[src/rtl/vga_fetch_sched_if.sv]
// ----------------------------------------------------------------------------
// vga_fetch_sched_if
// Bus bundle between the line-fetch scheduler, the shared burst memory port
// and the single writer (CPU/DMA).
//   mem_req   scheduler -> memory  burst request
//   mem_addr  scheduler -> memory  burst start word address
//   mem_len   scheduler -> memory  burst length in words
//   mem_src   scheduler -> memory  0 = display fetch, 1 = writer
//   mem_ack   memory -> scheduler  request accepted (with mem_req high)
//   mem_done  memory -> scheduler  accepted burst finished (1-cycle pulse)
//   wr_req    writer -> scheduler  writer request, held until wr_gnt
//   wr_addr   writer -> scheduler  writer burst start address
//   wr_gnt    scheduler -> writer  writer burst accepted (1-cycle pulse)
// Modports: master = scheduler view, slave = memory/writer view.
// ----------------------------------------------------------------------------
interface vga_fetch_sched_if #(
  parameter int ADDR_W = 24
);
  logic              mem_req;
  logic [ADDR_W-1:0] mem_addr;
  logic [7:0]        mem_len;
  logic              mem_src;
  logic              mem_ack;
  logic              mem_done;
  logic              wr_req;
  logic [ADDR_W-1:0] wr_addr;
  logic              wr_gnt;

  modport master (
    output mem_req, mem_addr, mem_len, mem_src, wr_gnt,
    input  mem_ack, mem_done, wr_req, wr_addr
  );

  modport slave (
    input  mem_req, mem_addr, mem_len, mem_src, wr_gnt,
    output mem_ack, mem_done, wr_req, wr_addr
  );
endinterface

[src/rtl/vga_fetch_sched.sv]
// ----------------------------------------------------------------------------
// vga_fetch_sched
// Schedules display line-buffer refills from the shared frame buffer and
// arbitrates the single burst memory port between display (strict priority)
// and one writer. A line fetch is triggered at the end of the active part of
// each line that is followed by another active line, and at the last line of
// the frame for line 0.
// Ports:
//   clk       pixel clock
//   rst_n     asynchronous reset, active-low
//   sx, sy    raster position from the timing generator
//   enable    1 = schedule display fetches
//   underrun  1-cycle pulse: a new line was triggered before the previous
//             line's fetch finished
//   bus       memory port and writer handshake (master side)
// ----------------------------------------------------------------------------
module vga_fetch_sched #(
  parameter int H_ACTIVE   = 1920,
  parameter int V_ACTIVE   = 1080,
  parameter int V_TOTAL    = 1125,
  parameter int LINE_WORDS = 240,
  parameter int BURST      = 16,
  parameter int ADDR_W     = 24,
  parameter int FB_BASE    = 0
) (
  input  logic                clk,
  input  logic                rst_n,
  input  logic [11:0]         sx,
  input  logic [10:0]         sy,
  input  logic                enable,
  output logic                underrun,
  vga_fetch_sched_if.master   bus
);

  localparam logic [7:0] NBURST = 8'(LINE_WORDS / BURST);

  typedef enum logic [1:0] {
    ST_IDLE = 2'd0,
    ST_REQ  = 2'd1,
    ST_WAIT = 2'd2
  } state_t;

  state_t            state_r, state_n;

  logic              mem_req_r,  mem_req_n;
  logic [ADDR_W-1:0] mem_addr_r, mem_addr_n;
  logic [7:0]        mem_len_r,  mem_len_n;
  logic              mem_src_r,  mem_src_n;
  logic              wr_gnt_r,   wr_gnt_n;
  logic              underrun_r;

  logic [7:0]        pending_r;
  logic [7:0]        idx_r;
  logic [10:0]       line_r;
  // Set while the burst in flight belongs to the line currently being fetched;
  // cleared when a retrigger or disable orphans it.
  logic              burst_counts_r;

  logic              trigger_s;
  logic [10:0]       trig_line_s;
  logic [10:0]       nxt_line_s;
  logic [7:0]        nxt_idx_s;
  logic [ADDR_W-1:0] disp_addr_s;
  logic              disp_avail_s;
  logic              launch_disp_s;
  logic              launch_wr_s;
  logic              done_counted_s;

  // Line-fetch trigger and the line it selects.
  always_comb begin
    trigger_s   = 1'b0;
    trig_line_s = 11'd0;
    if (enable && (sx == 12'(H_ACTIVE))) begin
      if (sy < 11'(V_ACTIVE - 1)) begin
        trigger_s   = 1'b1;
        trig_line_s = 11'(sy + 11'd1);
      end else if (sy == 11'(V_TOTAL - 1)) begin
        trigger_s   = 1'b1;
        trig_line_s = 11'd0;
      end else begin
        trigger_s   = 1'b0;
        trig_line_s = 11'd0;
      end
    end else begin
      trigger_s   = 1'b0;
      trig_line_s = 11'd0;
    end
  end

  // Display burst address; a trigger in this cycle is honoured immediately so
  // the writer cannot slip in ahead of a freshly triggered line.
  always_comb begin
    if (trigger_s) begin
      nxt_line_s = trig_line_s;
      nxt_idx_s  = 8'd0;
    end else begin
      nxt_line_s = line_r;
      nxt_idx_s  = idx_r;
    end
    disp_addr_s = ADDR_W'(FB_BASE)
                + ADDR_W'(nxt_line_s) * ADDR_W'(LINE_WORDS)
                + ADDR_W'(nxt_idx_s) * ADDR_W'(BURST);
    disp_avail_s   = enable && ((pending_r != 8'd0) || trigger_s);
    done_counted_s = (state_r == ST_WAIT) && bus.mem_done && burst_counts_r;
  end

  // Next-state and next-output logic for the port FSM.
  always_comb begin
    state_n       = state_r;
    mem_req_n     = mem_req_r;
    mem_addr_n    = mem_addr_r;
    mem_len_n     = mem_len_r;
    mem_src_n     = mem_src_r;
    wr_gnt_n      = 1'b0;
    launch_disp_s = 1'b0;
    launch_wr_s   = 1'b0;
    case (state_r)
      ST_IDLE: begin
        if (disp_avail_s) begin
          state_n       = ST_REQ;
          mem_req_n     = 1'b1;
          mem_addr_n    = disp_addr_s;
          mem_len_n     = 8'(BURST);
          mem_src_n     = 1'b0;
          launch_disp_s = 1'b1;
        end else if (bus.wr_req) begin
          state_n     = ST_REQ;
          mem_req_n   = 1'b1;
          mem_addr_n  = bus.wr_addr;
          mem_len_n   = 8'(BURST);
          mem_src_n   = 1'b1;
          launch_wr_s = 1'b1;
        end else begin
          state_n = ST_IDLE;
        end
      end
      ST_REQ: begin
        if (bus.mem_ack) begin
          state_n   = ST_WAIT;
          mem_req_n = 1'b0;
          wr_gnt_n  = mem_src_r;
        end else begin
          state_n = ST_REQ;
        end
      end
      ST_WAIT: begin
        if (bus.mem_done) begin
          state_n = ST_IDLE;
        end else begin
          state_n = ST_WAIT;
        end
      end
      default: begin
        state_n   = ST_IDLE;
        mem_req_n = 1'b0;
      end
    endcase
  end

  // FSM state and registered port outputs.
  always_ff @(posedge clk or negedge rst_n) begin
    if (!rst_n) begin
      state_r    <= ST_IDLE;
      mem_req_r  <= 1'b0;
      mem_addr_r <= '0;
      mem_len_r  <= 8'd0;
      mem_src_r  <= 1'b0;
      wr_gnt_r   <= 1'b0;
    end else begin
      state_r    <= state_n;
      mem_req_r  <= mem_req_n;
      mem_addr_r <= mem_addr_n;
      mem_len_r  <= mem_len_n;
      mem_src_r  <= mem_src_n;
      wr_gnt_r   <= wr_gnt_n;
    end
  end

  // Line fetch bookkeeping: reload on trigger wins over a same-cycle done.
  always_ff @(posedge clk or negedge rst_n) begin
    if (!rst_n) begin
      pending_r      <= 8'd0;
      idx_r          <= 8'd0;
      line_r         <= 11'd0;
      burst_counts_r <= 1'b0;
      underrun_r     <= 1'b0;
    end else begin
      underrun_r <= trigger_s && (pending_r != 8'd0);

      if (trigger_s) begin
        pending_r <= NBURST;
        idx_r     <= 8'd0;
        line_r    <= trig_line_s;
      end else if (!enable) begin
        pending_r <= 8'd0;
      end else if (done_counted_s) begin
        pending_r <= pending_r - 8'd1;
        idx_r     <= idx_r + 8'd1;
      end else begin
        pending_r <= pending_r;
      end

      if (launch_disp_s) begin
        burst_counts_r <= 1'b1;
      end else if (launch_wr_s || trigger_s || !enable) begin
        burst_counts_r <= 1'b0;
      end else begin
        burst_counts_r <= burst_counts_r;
      end
    end
  end

  assign bus.mem_req  = mem_req_r;
  assign bus.mem_addr = mem_addr_r;
  assign bus.mem_len  = mem_len_r;
  assign bus.mem_src  = mem_src_r;
  assign bus.wr_gnt   = wr_gnt_r;
  assign underrun     = underrun_r;

endmodule

[src/flat_wrapper.sv]
// flat-port wrapper written by rule: the top's interface ports become plain ports
module vga_fetch_sched_flat 
#(
  parameter int H_ACTIVE   = 1920,
  parameter int V_ACTIVE   = 1080,
  parameter int V_TOTAL    = 1125,
  parameter int LINE_WORDS = 240,
  parameter int BURST      = 16,
  parameter int ADDR_W     = 24,
  parameter int FB_BASE    = 0
)
  (clk, rst_n, sx, sy, enable, underrun, bus_mem_req, bus_mem_addr, bus_mem_len, bus_mem_src, bus_wr_gnt, bus_mem_ack, bus_mem_done, bus_wr_req, bus_wr_addr);
  vga_fetch_sched_if #(.ADDR_W(ADDR_W)) bus_i ();
  input  logic clk;
  input  logic rst_n;
  input  logic [11:0] sx;
  input  logic [10:0] sy;
  input  logic enable;
  output logic underrun;
  output wire logic [$bits(bus_i.mem_req)-1:0] bus_mem_req;
  output wire logic [$bits(bus_i.mem_addr)-1:0] bus_mem_addr;
  output wire logic [$bits(bus_i.mem_len)-1:0] bus_mem_len;
  output wire logic [$bits(bus_i.mem_src)-1:0] bus_mem_src;
  output wire logic [$bits(bus_i.wr_gnt)-1:0] bus_wr_gnt;
  input wire logic [$bits(bus_i.mem_ack)-1:0] bus_mem_ack;
  input wire logic [$bits(bus_i.mem_done)-1:0] bus_mem_done;
  input wire logic [$bits(bus_i.wr_req)-1:0] bus_wr_req;
  input wire logic [$bits(bus_i.wr_addr)-1:0] bus_wr_addr;
  assign bus_mem_req = bus_i.mem_req;
  assign bus_mem_addr = bus_i.mem_addr;
  assign bus_mem_len = bus_i.mem_len;
  assign bus_mem_src = bus_i.mem_src;
  assign bus_wr_gnt = bus_i.wr_gnt;
  assign bus_i.mem_ack = bus_mem_ack;
  assign bus_i.mem_done = bus_mem_done;
  assign bus_i.wr_req = bus_wr_req;
  assign bus_i.wr_addr = bus_wr_addr;
  vga_fetch_sched #(.H_ACTIVE(H_ACTIVE), .V_ACTIVE(V_ACTIVE), .V_TOTAL(V_TOTAL), .LINE_WORDS(LINE_WORDS), .BURST(BURST), .ADDR_W(ADDR_W), .FB_BASE(FB_BASE)) u_core (.clk(clk), .rst_n(rst_n), .sx(sx), .sy(sy), .enable(enable), .underrun(underrun), .bus(bus_i));
endmodule
[config.mk]
export PLATFORM = sky130hd
export DESIGN_NAME = vga_fetch_sched_flat
export DESIGN_NICKNAME = d
export VERILOG_FILES = /design/src/rtl/vga_fetch_sched_if.sv /design/src/rtl/vga_fetch_sched.sv /design/src/flat_wrapper.sv
export SDC_FILE = /design/constraint.sdc
export NUM_CORES = 1
export LEC_CHECK = 0
export CORE_ASPECT_RATIO = 1.1
export CORE_MARGIN = 2
export CORE_UTILIZATION = 40
export CTS_CLUSTER_DIAMETER = 150
export DETAILED_ROUTE_END_ITERATION = 8
export PLACE_DENSITY = 0.72
export SETUP_SLACK_MARGIN = 0.1
export SYNTH_ARGS = -nofsm -noshare
export SYNTH_HDL_FRONTEND = slang
export SYNTH_SLANG_ARGS = --single-unit
[constraint.sdc]
create_clock -name clk -period 6.5 [get_ports clk]
set_clock_uncertainty 0.1 [all_clocks]
set_input_delay 0.65 -clock clk [delete_from_list [all_inputs] [get_ports clk]]
set_output_delay 0.65 -clock clk [all_outputs]
set_load 0.1 [all_outputs]
==> metrics.md, run 1 <==
| Metric | Value |
|---|---|
| Post-CTS repair timing setup buffer count | `0` |
| Congestion Overflow GR | `0` |
| P per Cell Area | `325 nW/µm²` |
| First-pass GRT wire length | `18.0 mm` |
| Full die area | `12,300 µm²` |
| Synth Area in Compound Gates | `0.175` |
| Drt drc | `0` |
| Period utilization | `0.923` |
| CTS H-Tree Depth | `3` |
| Die width | `106 µm` |
| RSZ-0062 raised after global routing | `no` |
| Num CTS Buffers | `9` |
| Nets | `691` |
| Post-Synth XOR/XNOR Area | `0.0782` |
| Adder-Cell Fraction of Synth Area | `0.166` |
| N_diodes | `0` |
| Sequential share of the synthesized area | `0.322` |
| Hold Crit Class | `reg -> reg` |
| Mapped Cells | `499` |
| Min Tclk post-route | `6.00 ns` |
| Post-synth EDFFs | `0` |
| Worst endpoint required time | `6.64 ns` |
| Layout cells sized above 1 | `0.0691` |
| Mean routed wirelength per cell | `14.3 µm` |
| Root buffer cell | `clkbuf_16` |
| GRT busiest layer | `met2` |
| Largest buffer count on any clock path | `2` |
| Setup slack after layout | `0.499 ns` |
| Total power | `1.89 mW` |
| Syn avg cell area | `9.20 µm²` |
| GR Util All Layers | `0.180` |
| Fraction of registers with async set/reset | `1.00` |
| Pleak | `2.80 nW` |
| CTS tree | `done` |
| Multiplexer share of the synthesized area | `0.0109` |
| Mapped Area | `4590 µm²` |
| Largest family of logic cells by synthesized area | `simple AND/OR/NAND/NOR gates` |
| CP max stage delay | `0.55 ns` |
| Core Area | `11,300 µm²` |
| # placed instances | `727` |
| Final Non-Filler Cells | `743` |
| Startpoint types | `input pin` |
| Setup Crit Path Kind | `in -> reg` |
| Worst-Margin Slew | `0.993 ns` |
| Max cap viols | `0` |
| Final HPWL DP | `8.36 mm` |
| Area delta synth->final | `27.2%` |
| Critical Path End Type | `flop` |
| Worst-Skew Late Latency | `0.32 ns` |
| Initial antenna violation count | `0` |
| Number of synthesized register bits | `59` |
| Via count | `3,829` |
| Arrival @ worst endpoint | `6.14 ns` |
| Routed WL | `10.7 mm` |
| Dpl cell area | `5550 µm²` |
| Routed Antenna Nets | `0` |
| CP Max Fanout | `5` |
| Pin count of the biggest net entering global routing | `60` |
| Run status | `complete, no violations` |
| Ys flop type | `dfrtp_1` |
| Fmax achieved | `167 MHz` |
| Clock sinks | `59` |
| Number of global-route vias before repair | `3,959` |
| First-pass DRT Iterations | `4` |
| Final Instance Area | `5840 µm²` |
| 1st-iter DRT viols | `238` |
| Post-place setup slack | `0.156 ns` |
| Filler cells | `1,049` |
| Rel. slew slack | `0.336` |
| Met2 GRT Util | `0.338` |
| RD Place Congestion | `0.857` |
| Vias/cell | `5.15` |
| Final setup TNS | `0 ns` |
| I/O pin count | `89` |
| Die H | `116 µm` |
| Post-Synth Simple-Gate Area | `0.186` |
| Final setup viols | `0` |
| Initial core utilization | `0.405` |
| Max-slew violation count | `0` |
| CP Buf/Inv Count | `5` |
| CP max stage cell | `fa_1` |
| Distinct cells, synth | `66` |
| Ys Warns | `0` |
| Port Buffer Count | `81` |
| CP top delay family | `compound AO/OA/AOI/OAI gates` |
| IR Drop Worst-Case VDD | `0.000274 V` |
| GR met3 Demand/Resource | `0.0324` |
| Row count | `41` |
| Met1 usage | `0.215` |
| Clock Pin Slew Worst Setup and Hold Paths | `0.05 ns` |
| Final hold vios | `0` |
layer usage:
metal  routed length, µm  vias up
li1                    -     1889
met1                4590     1863
met2                5660       67
met3                 308       10
met4                 103        0
met5                   0        -
area by class of cell:
class / instances / area, µm² / area share
Multi-Input combinational cell: 385 / 2860 / 0.489
Sequential cell: 59 / 1480 / 0.253
Clock buffer: 12 / 256 / 0.0439
Timing Repair Buffer: 90 / 873 / 0.150
Inverter: 43 / 161 / 0.0276
Tap cell: 150 / 188 / 0.0321
Clock inverter: 4 / 25.0 / 0.00429
registers in the layout, indices dropped and copies added (netlist names):
signal / count
u_core.pending_r: 8
u_core.bus.mem_req: 1
u_core.bus.mem_addr: 24
u_core.state_r: 2
u_core.bus.mem_src: 1
u_core.bus.mem_len: 1
u_core.idx_r: 8
u_core.burst_counts_r: 1
u_core.line_r: 11
u_core.underrun: 1
u_core.bus.wr_gnt: 1
power by group:
group / leakage (nW) / internal [mW] / switching [mW]
clock: 0.135 / 0.277 / 0.163
sequential: 0.764 / 0.451 / 0.0459
combinational: 1.90 / 0.224 / 0.733
worst reg2reg max path: stages, from the launching register on:
cell and delay [ns]:
dfrtp_1 0.36, a22oi_1 0.30, inv_2 0.14, fa_1 0.55, inv_1 0.05, fa_1 0.49
inv_1 0.04, ha_1 0.35, o21a_1 0.15, o31a_1 0.19, nor2_1 0.07, ha_1 0.33
a21o_1 0.22, a2111o_1 0.41, a31o_2 0.26, nand4_1 0.14, nor3_1 0.08, xor2_1 0.14
o21ai_1 0.15
final timing paths:
| check | end | depth (start not counted) | start | slack [ns] |
|---|---|---|---|---|
| setup / recovery | u_core.bus.mem_addr[17] | 26 | sy[0] | 0.50 |
| hold reg to reg | u_core.bus.mem_len[4] | 1 | u_core.bus.mem_len[4] | 0.37 |
| max in group asynchronous | u_core.bus.mem_addr[19] | 2 | rst_n | 5.42 |
| setup reg to reg | u_core.bus.mem_addr[17] | 18 | u_core.line_r[3] | 1.91 |
| hold / removal | u_core.bus.mem_len[4] | 1 | u_core.bus.mem_len[4] | 0.37 |
| min in group asynchronous | u_core.pending_r[4] | 2 | rst_n | 0.38 |
timing repair:
item,CTS,global route
hold buffers,0,0
setup endpoints to repair,0,2
resized for setup,0,5
cells in the final DEF (no fill, tap or decap), types with 4 or more instances in the layout:
master and instances:
o21ai_0 21, conb_1 7, o21a_1 11, nand4_1 4, nand2b_1 7, inv_1 42, xor2_1 21, nand3_1 11
clkbuf_16 9, ha_1 32, dfrtp_1 59, a31oi_1 4, nand2_1 48, nor2_1 40, clkdlybuf4s50_1 80, a21oi_1 24
o21ai_1 4, nor2b_1 6, buf_4 9, nor3_1 11, and2_1 10, xnor2_1 20, and3_1 4, a22oi_1 5
fa_1 18, a22o_1 9, a21o_1 9, mux2i_1 5
metrics by stage:
| stage | hold WS, ns | utilization |
|---|---|---|
| floorplan | 0.254 | - |
| global route | 0.390 | 0.515 |
| detailed placement | 0.358 | 0.490 |
| finish | 0.366 | 0.515 |
| global placement | 0.350 | 0.490 |
| CTS | 0.370 | 0.514 |
Yosys cell counts, types with 3 or more instances:
library cell   n  area share
a211oi_1       3      0.0049
a21o_1         9       0.015
a21oi_1       24       0.026
a22o_1         9       0.017
a22oi_1        6      0.0098
a31oi_1        4      0.0055
and2_1        10       0.014
and3_1         4      0.0055
buf_4         10       0.016
clkbuf_1       4      0.0033
dfrtp_1       59        0.32
fa_1          18       0.079
ha_1          32       0.087
inv_1         43       0.035
mux2i_1        5       0.011
nand2_1       48       0.039
nand2b_1       7      0.0095
nand3_1       11       0.012
nand4_1        4      0.0055
nor2_1        40       0.033
nor2b_1        6      0.0082
nor3_1        11       0.012
o211ai_1       3      0.0049
o21a_1        11       0.018
o21ai_0       23       0.025
o22ai_1        3      0.0041
or3_1          3      0.0041
or4_1          3      0.0049
xnor2_1       20       0.038
xor2_1        21       0.040
cell families after synthesis:
group                      count (synthesis)
and+or+nand+nor                          165
AOI/OAI and AO/OA                        117
buffers and inverters                     61
DFF                                       59
adders and majority gates                 50
xor gates and xnor gates                  41
muxes                                      5
other                                      1
Note: power is estimated with default switching activity, not from simulation.
==> run 2: changes to the inputs <==
--- a/config.mk
+++ b/config.mk
@@ -7,10 +7,10 @@
 export LEC_CHECK = 0
 export CORE_ASPECT_RATIO = 1.1
 export CORE_MARGIN = 2
-export CORE_UTILIZATION = 40
+export CORE_UTILIZATION = 50
 export CTS_CLUSTER_DIAMETER = 150
 export DETAILED_ROUTE_END_ITERATION = 8
-export PLACE_DENSITY = 0.72
+export PLACE_DENSITY = 0.85
 export SETUP_SLACK_MARGIN = 0.1
 export SYNTH_ARGS = -nofsm -noshare
 export SYNTH_HDL_FRONTEND = slang
==> constraint.sdc (replaced) <==
create_clock -name clk -period 6.5 [get_ports clk]
set_clock_uncertainty 0.1 [all_clocks]
set_input_delay 0.65 -clock clk [delete_from_list [all_inputs] [get_ports clk]]
set_output_delay 0.65 -clock clk [all_outputs]
set_load 0.005 [all_outputs]
==> metrics.md, run 2 (synthesis gave the netlist of run 1 again) <==
| Metric | Value |
|---|---|
| Run status | `complete, no violations` |
| Most frequent cells in the layout | `clkdlybuf4s50_1 (80), dfrtp_1 (59), nand2_1 (48)` |
| Clock Pin Slew Worst Setup and Hold Paths | `0.07 ns (+0.02 ns)` |
| Startpoint types | `input pin` |
| Worst r2r src | `u_core.line_r[3]` |
| Min Tclk post-route | `6.05 ns (+0.0510 ns)` |
| Root buffer cell | `clkbuf_8` |
| GR Util All Layers | `0.245 (+0.0653)` |
| Most common cell after layout, fill and taps aside | `clkdlybuf4s50_1` |
| Final core occ | `0.646 (+0.131)` |
| Row count | `36 (-12%)` |
| Core Area | `8870 µm² (-22%)` |
| RD Place Congestion | `0.845 (-1.4%)` |
| Area delta synth->final | `24.9%` |
| Congestion Overflow GR | `0 (unchanged)` |
| Max cap viols | `0 (unchanged)` |
| Rel. slew slack | `0.465 (+0.129)` |
| Worst endpoint required time | `6.66 ns (+0.02 ns)` |
| I/O pin count | `89 (unchanged)` |
| Setup Crit Path Kind | `in -> reg` |
| IR Drop Worst-Case VDD | `0.000105 V (-62%)` |
| Final setup viols | `0 (unchanged)` |
| RR Endpoint | `u_core.bus.mem_addr[17]` |
| P per Cell Area | `217 nW/µm² (-33%)` |
| N_diodes | `0 (unchanged)` |
| Routed WL | `11.3 mm (+6.1%)` |
| Worst-Margin Slew | `0.799 ns (-0.194 ns)` |
| CTS tree | `done` |
| Number of flip-flops in the largest register | `24 (unchanged)` |
| Setup slack, reg-to-reg | `1.91 ns (about the same)` |
| R2R depth | `18 (unchanged)` |
| Mean routed wirelength per cell | `16.0 µm (+12%)` |
| Period utilization | `0.931 (+0.00784)` |
| Hold Crit Class | `in -> async` |
| Drt drc | `0 (unchanged)` |
| Worst-Skew Late Latency | `0.34 ns (+0.02 ns)` |
| Nets | `691 (unchanged)` |
| Largest buffer count on any clock path | `2 (unchanged)` |
| Pleak | `2.78 nW (-0.72%)` |
| Post-place setup slack | `-0.00309 ns (-0.159 ns)` |
| Layout cells sized above 1 | `0.0742 (+0.00506)` |
| Port Buffer Count | `81 (unchanged)` |
| 1st-iter DRT viols | `218 (-8.4%)` |
| CP Max Fanout | `12 (+7)` |
| Final hold slack | `0.351 ns (-0.0149 ns)` |
| Via count | `3,921 (+2.4%)` |
| Num CTS Buffers | `9 (unchanged)` |
| CTS H-Tree Depth | `3 (unchanged)` |
| First-pass DRT Iterations | `5 (+1)` |
| RSZ-0062 raised after global routing | `no` |
| Final HPWL DP | `8.97 mm (+7.3%)` |
| Vias/cell | `5.55 (+7.6%)` |
| Die width | `95.3 µm (-10%)` |
| Arrival @ worst endpoint | `6.22 ns (+0.08 ns)` |
| Pin count of the biggest net entering global routing | `60 (unchanged)` |
| Final hold vios | `0 (unchanged)` |
| Full die area | `9960 µm² (-19%)` |
| Final setup TNS | `0 ns (unchanged)` |
| Routed Antenna Nets | `0 (unchanged)` |
| Setup slack after layout | `0.448 ns (-0.0510 ns)` |
| First-pass GRT wire length | `19.3 mm (+7.3%)` |
| Clock sinks | `59 (unchanged)` |
| Initial antenna violation count | `0 (unchanged)` |
| Max-slew violation count | `0 (unchanged)` |
| Die H | `104 µm (-10%)` |
| Initial core utilization | `0.517 (+0.112)` |
| Total power | `1.24 mW (-34%)` |
| Fmax achieved | `165 MHz (-0.84%)` |
| Number of global-route vias before repair | `4,141 (+4.6%)` |
| Critical Path End Type | `flop` |
## run 2: cell count changes in the layout (fill, tap and decap cells not counted), sizes merged
cell / previous run / this run
bufinv: 0 / 1
clkinvlp: 2 / 1
## run 2: worst max-delay path: stages
cell,delay [ns]
clkdlybuf4s50_1,0.48
inv_1,0.12
ha_1,0.14
and4bb_2,0.22
nand3_1,0.10
a311o_2,0.44
o21ai_0,0.27
inv_1,0.09
fa_1,0.48
inv_1,0.06
fa_1,0.52
inv_1,0.06
fa_1,0.41
nor2b_2,0.17
o31a_1,0.20
nor2_1,0.08
ha_1,0.33
a21o_1,0.22
a2111o_1,0.41
a31o_2,0.26
nand4_1,0.14
nor3_1,0.08
xor2_1,0.14
o21ai_1,0.14
## run 2: layout make-up
type                       count  area, µm²
fill                         703       3140
timing repair buffer          90        873
sequential                    59       1480
inverter                      43        161
clock buffer                  12        165
tap                          114        143
multi-input combinational    385       2870
clock inverter                 4       47.5
## run 2: stage by stage
step	instances	instance area, µm²
after floorplan	505	4610
after global placement	691	5510
after detailed placement	691	5510
after CTS	707	5720
after global routing	707	5730
final	707	5730
## run 2: worst max path at each step
stage                     start                      end  slack, ns  depth (start not counted)
after CTS                 sy[0]  u_core.bus.mem_addr[17]       0.34                         24
after global routing      sy[0]  u_core.bus.mem_addr[17]       0.13                         24
after global placement    sy[0]  u_core.bus.mem_addr[17]       0.28                         24
final                     sy[0]  u_core.bus.mem_addr[17]       0.45                         24
after floorplan           sy[0]  u_core.bus.mem_addr[17]       0.87                         23
after detailed placement  sy[0]  u_core.bus.mem_addr[17]     -0.003                         24
## run 2: metal layers
metal / GRT usage / wire length [µm]
met5: 0 / 0
met4: 0.104 / 248
met2: 0.442 / 6110
met1: 0.279 / 4490
met3: 0.0420 / 456
## run 2: what timing repair did
| action | CTS | global route |
|---|---|---|
| hold buffers | 0 | 0 |
| setup endpoints to repair | 0 | 4 |
| gates resized for setup | 0 | 5 |
| setup buffers | 0 | 0 |
## run 2: report_power, final
group / switching [mW] / total (mW) / internal, mW
logic: 0.161 / 0.386 / 0.225
clock network: 0.152 / 0.359 / 0.207
registers: 0.0489 / 0.499 / 0.451
